<file path="src/rtl/seq_operand_stack.sv">
// Operand stack sequencer: decodes stack instructions, issues operands to an
// external ALU and writes the returned result back onto the stack.
module seq_operand_stack #(
  parameter int alu_width    = 16,
  parameter int seq_op_width = 3,
  parameter int seq_im_width = 8,
  parameter int stack_depth  = 8
) (
  input  logic                              clk,
  input  logic                              rst,
  input  logic [seq_op_width-1:0]           i_op,
  input  logic [seq_im_width-1:0]           i_const,
  input  logic                              i_valid,
  output logic                              o_ready,
  output logic [alu_width-1:0]              o_alu_a,
  output logic [alu_width-1:0]              o_alu_b,
  output logic [seq_op_width-1:0]           o_alu_op,
  output logic [seq_im_width-1:0]           o_alu_const,
  output logic                              o_alu_valid,
  input  logic [alu_width-1:0]              i_alu_data,
  input  logic                              i_alu_valid,
  output logic [alu_width-1:0]              o_tos,
  output logic [$clog2(stack_depth):0]      o_depth,
  output logic                              o_error
);
  localparam int PW = $clog2(stack_depth);
  localparam int DW = PW + 1;

  localparam logic [1:0] S_IDLE = 2'd0;
  localparam logic [1:0] S_EXEC = 2'd1;
  localparam logic [1:0] S_WAIT = 2'd2;

  localparam logic [seq_op_width-1:0] OP_PUSH = seq_op_width'(1);
  localparam logic [seq_op_width-1:0] OP_ADD  = seq_op_width'(2);
  localparam logic [seq_op_width-1:0] OP_MULT = seq_op_width'(3);
  localparam logic [seq_op_width-1:0] OP_POP  = seq_op_width'(4);

  logic [1:0]              state_q, state_d;
  logic [DW-1:0]           depth_q, depth_d;
  logic                    error_q, error_d;
  logic [alu_width-1:0]    alu_a_q, alu_a_d;
  logic [alu_width-1:0]    alu_b_q, alu_b_d;
  logic [seq_op_width-1:0] alu_op_q, alu_op_d;
  logic [seq_im_width-1:0] alu_const_q, alu_const_d;
  logic [alu_width-1:0]    entries_q [stack_depth];
  logic [alu_width-1:0]    entries_d [stack_depth];

  logic [PW-1:0] tos_idx, nos_idx, push_idx;
  assign tos_idx  = PW'(depth_q - DW'(1));
  assign nos_idx  = PW'(depth_q - DW'(2));
  assign push_idx = depth_q[PW-1:0];

  always_comb begin
    state_d     = state_q;
    depth_d     = depth_q;
    error_d     = error_q;
    alu_a_d     = alu_a_q;
    alu_b_d     = alu_b_q;
    alu_op_d    = alu_op_q;
    alu_const_d = alu_const_q;
    entries_d   = entries_q;
    case (state_q)
      S_IDLE: begin
        if (i_valid) begin
          case (i_op)
            OP_PUSH: begin
              if (depth_q == DW'(stack_depth)) begin
                error_d = 1'b1;
              end else begin
                alu_a_d     = '0;
                alu_b_d     = '0;
                alu_op_d    = OP_PUSH;
                alu_const_d = i_const;
                state_d     = S_EXEC;
              end
            end
            OP_ADD, OP_MULT: begin
              if (depth_q < DW'(2)) begin
                error_d = 1'b1;
              end else begin
                alu_a_d     = entries_q[tos_idx];
                alu_b_d     = entries_q[nos_idx];
                alu_op_d    = i_op;
                alu_const_d = i_const;
                state_d     = S_EXEC;
              end
            end
            OP_POP: begin
              if (depth_q == '0) error_d = 1'b1;
              else               depth_d = depth_q - DW'(1);
            end
            default: ;
          endcase
        end
      end
      S_EXEC, S_WAIT: begin
        // Binary ops collapse TOS/NOS into a single entry at the NOS slot.
        if (i_alu_valid) begin
          if (alu_op_q == OP_PUSH) begin
            entries_d[push_idx] = i_alu_data;
            depth_d             = depth_q + DW'(1);
          end else begin
            entries_d[nos_idx] = i_alu_data;
            depth_d            = depth_q - DW'(1);
          end
          state_d = S_IDLE;
        end else begin
          state_d = S_WAIT;
        end
      end
      default: state_d = S_IDLE;
    endcase
  end

  always_ff @(posedge clk) begin
    if (rst) begin
      state_q     <= S_IDLE;
      depth_q     <= '0;
      error_q     <= 1'b0;
      alu_a_q     <= '0;
      alu_b_q     <= '0;
      alu_op_q    <= '0;
      alu_const_q <= '0;
    end else begin
      state_q     <= state_d;
      depth_q     <= depth_d;
      error_q     <= error_d;
      alu_a_q     <= alu_a_d;
      alu_b_q     <= alu_b_d;
      alu_op_q    <= alu_op_d;
      alu_const_q <= alu_const_d;
    end
  end

  // Entry contents are never reset; depth gates their visibility.
  always_ff @(posedge clk) begin
    entries_q <= entries_d;
  end

  assign o_ready     = (state_q == S_IDLE);
  assign o_alu_valid = (state_q == S_EXEC);
  assign o_alu_a     = alu_a_q;
  assign o_alu_b     = alu_b_q;
  assign o_alu_op    = alu_op_q;
  assign o_alu_const = alu_const_q;
  assign o_tos       = (depth_q == '0) ? '0 : entries_q[tos_idx];
  assign o_depth     = depth_q;
  assign o_error     = error_q;
endmodule

</file>
<file path="config.mk">
export PLATFORM = sky130hd
export DESIGN_NAME = seq_operand_stack
export DESIGN_NICKNAME = d
export VERILOG_FILES = /design/src/rtl/seq_operand_stack.sv
export SDC_FILE = /design/constraint.sdc
export NUM_CORES = 1
export LEC_CHECK = 0
export CORE_ASPECT_RATIO = 0.5
export CORE_UTILIZATION = 57
export CTS_CLUSTER_DIAMETER = 80
export DETAILED_ROUTE_END_ITERATION = 8
export GPL_TIMING_DRIVEN = 1
export PLACE_DENSITY = 0.85
export SYNTH_ARGS = -nofsm -noshare
export SYNTH_HDL_FRONTEND = slang
export SYNTH_SLANG_ARGS = --single-unit
</file>
<file path="constraint.sdc">
create_clock -name clk -period 3.7 [get_ports clk]
set_clock_uncertainty 0.1 [all_clocks]
set_input_delay 0.555 -clock clk [delete_from_list [all_inputs] [get_ports clk]]
set_output_delay 0.555 -clock clk [all_outputs]
set_load 0.01 [all_outputs]
</file>
==> results.md <==
* Die Wd at ~180 um
* Total Wirelength at ~22000 um
* Crit path launch type: flop
* Status: complete, but fails checks
* IO Port Bufs at 96
* Worst EP arrival at approximately 2800 ps
* Hold path depth at 1
* Largest family of logic cells by synthesized area: multiplexers
* Fillcell total at slightly below 1k
* Root Buffer: clkbuf_16
* Fraction of power spent switching nets at between 30% and 40%
* Flip-flop and latch area at 4850 sq um
* Die area at between 15000 and 20000 sq um
* Setup Buffers After CTS at 0
* Post-synthesis sequential area ratio at a little over half
* IO Count at 97
* Ys flop type: edfxtp_1
* Die Ht at roughly 91 um
* Final period util at approximately 94%
* Initial Util at between 50% and 60%
* Reg clk slew, reported paths at about 70 ps
* Ranking of synthesized cells by area: edfxtp_1, mux4_2, dfxtp_1
* Syn avg cell area at between 10 and 15 sq um
* CTS tree: built
* Worst setup path class: reg -> out
* Reg2reg end: entries_q[43]
* Antenna violations before repair at 0
* Vias in the first global route at 5842
* Crit Reg-Reg Startpoint: o_depth[1]
* First-pass GRT wire length at 33500 um
* Max-cap violation count at 0
* Relative slew margins at approximately 26%
* Final Non-Filler Cells at between 900 and 1k
* Share of the synthesized area in the top cell type at between 40% and 50%
* Simple-gate portion of the synthesized area at ~14%
* Crit-path max FO at 24
* Hold worst-path end: o_alu_b[5]
* Post-cts resize count at 0
* Netlist Area Pre-Place at around 9000 sq um
* Clock power share at a little over a fifth
* Comb pwr share at between 40 and 50%
* CTS Sinks at roughly 180
* WHS at 375 ps
* Hold Crit Start: o_alu_b[5]
* Post-DRT Antenna Nets at 0
* 1st-pass router iterations at 7
* FMAX at 287 MHz
* Post-Synthesis Cells at ~600
* GRT Overall Usage at around 28%
* Final setup fails at 0
* PwrDens at ~770 nW/um^2
* Synth warn at 0
* DR WL/cell at between 20 and 25 um
* Post-synth top area cell: edfxtp_1
* Reg-to-reg slack, setup at 1090 ps
* Hold Fails Final Rpt at 0
* Number of remaining DRC errors at 9
* IR drop worst, VDD at 0.436 mV
* Syn nets at 646
* DR vias at 5734
* ANT cells at 0
* Yosys cell types at 46
* Placed Cells at 890
* Largest net degree at the start of global routing at 40
* Clock latency on the worst-skew pair at ~430 ps
* Switching component of the power at approximately 3100 uW
* Share of cells above drive strength 1 at roughly a quarter
* Worst r2r path cells at 6
* CTS max path bufs at 2
* Post-CTS Hold Fix Bufs at 0
* Multi-input combinational cell area at 3910 sq um
* Req. time, crit path at between 3000 and 4000 ps
* Crit. End Element: primary output
* Inserted Clock Buffers at 17
* H-tree depth at 4
* Cell Int Power at approximately 5200 uW
* RSZ-0062 raised after global routing: false
* DR vias/cell at approximately 6.2
* DP HPWL at approximately 14000 um
* FP Rows at 32
* Final Max Slew Viols at 0
* Core ar. at between 15000 and 20000 sq um
* Sequential power share at between 20 and 30%
* XOR/XNOR Fraction of Synth Area at less than 1%
* Minimum clock period after layout at ~3500 ps
* Leak Pwr at just under 0.004 uW
* Synth-to-layout area growth at 19.8%
* Grt total ovfl at 0
* EDFF count, synth at 128
* Post-synthesis register bit count at ~180
* Min-delay worst type: reg -> reg
* 1st-iter DRT viols at 509
* # nets final at 745
* Setup TNS at 0 ps
* Slew @ Worst Pin at 1110 ps
* Post-synth ARST share at 0%
* Placer Congestion at 0.807
* Synth Area in Compound Gates at 7.52%
* Violated checks: DRC
* Multiplexer share of the synthesized area at 20.6%
* Adder-cell area share of the yosys netlist at under 10%
-- Yosys cell counts, types with 3 or more instances --
library cell	count
buf_2	19
or4_1	3
dfxtp_1	50
nand2b_1	4
a21oi_1	15
nand3_1	8
ha_1	9
nor2_1	26
and3_1	8
buf_4	6
clkbuf_1	10
and2_1	130
buf_6	4
or3_1	3
mux2i_1	40
edfxtp_1	128
inv_1	6
buf_1	3
o21ai_1	9
o2bb2ai_2	30
mux4_2	64
-- cell usage in the layout (no fill, tap or decap), types with 9 or more instances in the layout --
cell type,netlist,layout
clkdlybuf4s50_1,0,96
edfxtp_1,128,128
clkbuf_16,0,17
dfxtp_1,50,48
nor2_1,26,26
mux4_2,64,64
ha_1,9,9
a21oi_1,15,15
buf_4,6,24
o2bb2ai_2,30,30
o21ai_1,9,9
mux2i_1,40,40
and2_1,130,130
-- critical path, stage by stage (launching register included) --
cell             delay [ps]
dfxtp_2                 350
buf_4                   410
mux4_2                  600
mux2i_1                 390
nor2_1                  100
clkdlybuf4s50_1         520
-- stage by stage --
step	setup slack, ps	instance area (sq um)	total power, uW	util [%]
after floorplan	407	9000	5260	-
after global placement	743	10200	6510	66.3
after detailed placement	686	10200	6610	66.3
after CTS	200	10800	8370	70.0
after global routing	93.3	10800	8710	70.0
final	216	10800	8350	70.0
-- sequential cells by signal, summed over array words and instances, names as in the netlist --
register and count:
entries_q 128, state_q 2, o_alu_const 8, o_error 1
o_alu_b 16, o_depth 4, o_alu_op 3, o_alu_a 16
-- worst max path at each step --
stage                     startpoint        end  slack, ps  cells after the start
after floorplan           o_depth[0]   o_tos[1]        410                     11
after global placement    o_depth[0]  o_tos[12]        740                      5
after detailed placement  o_depth[0]   o_tos[2]        690                      5
after CTS                 o_depth[0]  o_tos[12]        200                      5
after global routing      o_depth[0]  o_tos[12]         90                      5
final                     o_depth[0]  o_tos[12]        220                      5
-- power by group through the flow --
stage | registers [uW] | logic [uW] | clock network [uW]
2_1_floorplan | 2510 | 2750 | 0
3_3_place_gp | 2510 | 4010 | 0
3_5_place_dp | 2510 | 4090 | 0
4_1_cts | 2470 | 4140 | 1760
5_1_grt | 2490 | 4380 | 1840
6_report | 2470 | 4130 | 1740
-- layout make-up --
type                    instances  area share, %
multi-input cells             379           36.2
clock inverters                13           1.09
well taps                     204           2.37
inverters                       7          0.244
flip-flops and latches        178           44.9
repair buffers                122           11.0
clock buffers                  19           4.20
-- cells by family (layout without fill, tap and decap cells) --
| kind of cell | Yosys count | in the layout |
|---|---|---|
| buffers and inverters | 49 | 161 |
| AOI/OAI and AO/OA | 66 | 66 |
| DFF | 178 | 178 |
| adders and majority gates | 9 | 9 |
| and+or+nand+nor | 197 | 197 |
| muxes | 105 | 105 |
| xor gates and xnor gates | 2 | 2 |
-- metal layers --
layer	routed length, um	track usage (%)	vias up
met5	0	0	-
met4	724	10.9	0
met3	1670	6.13	61
met2	10600	46.4	282
met1	8780	36.3	2877
li1	-	-	2514
(Power assumes the default switching activity.)
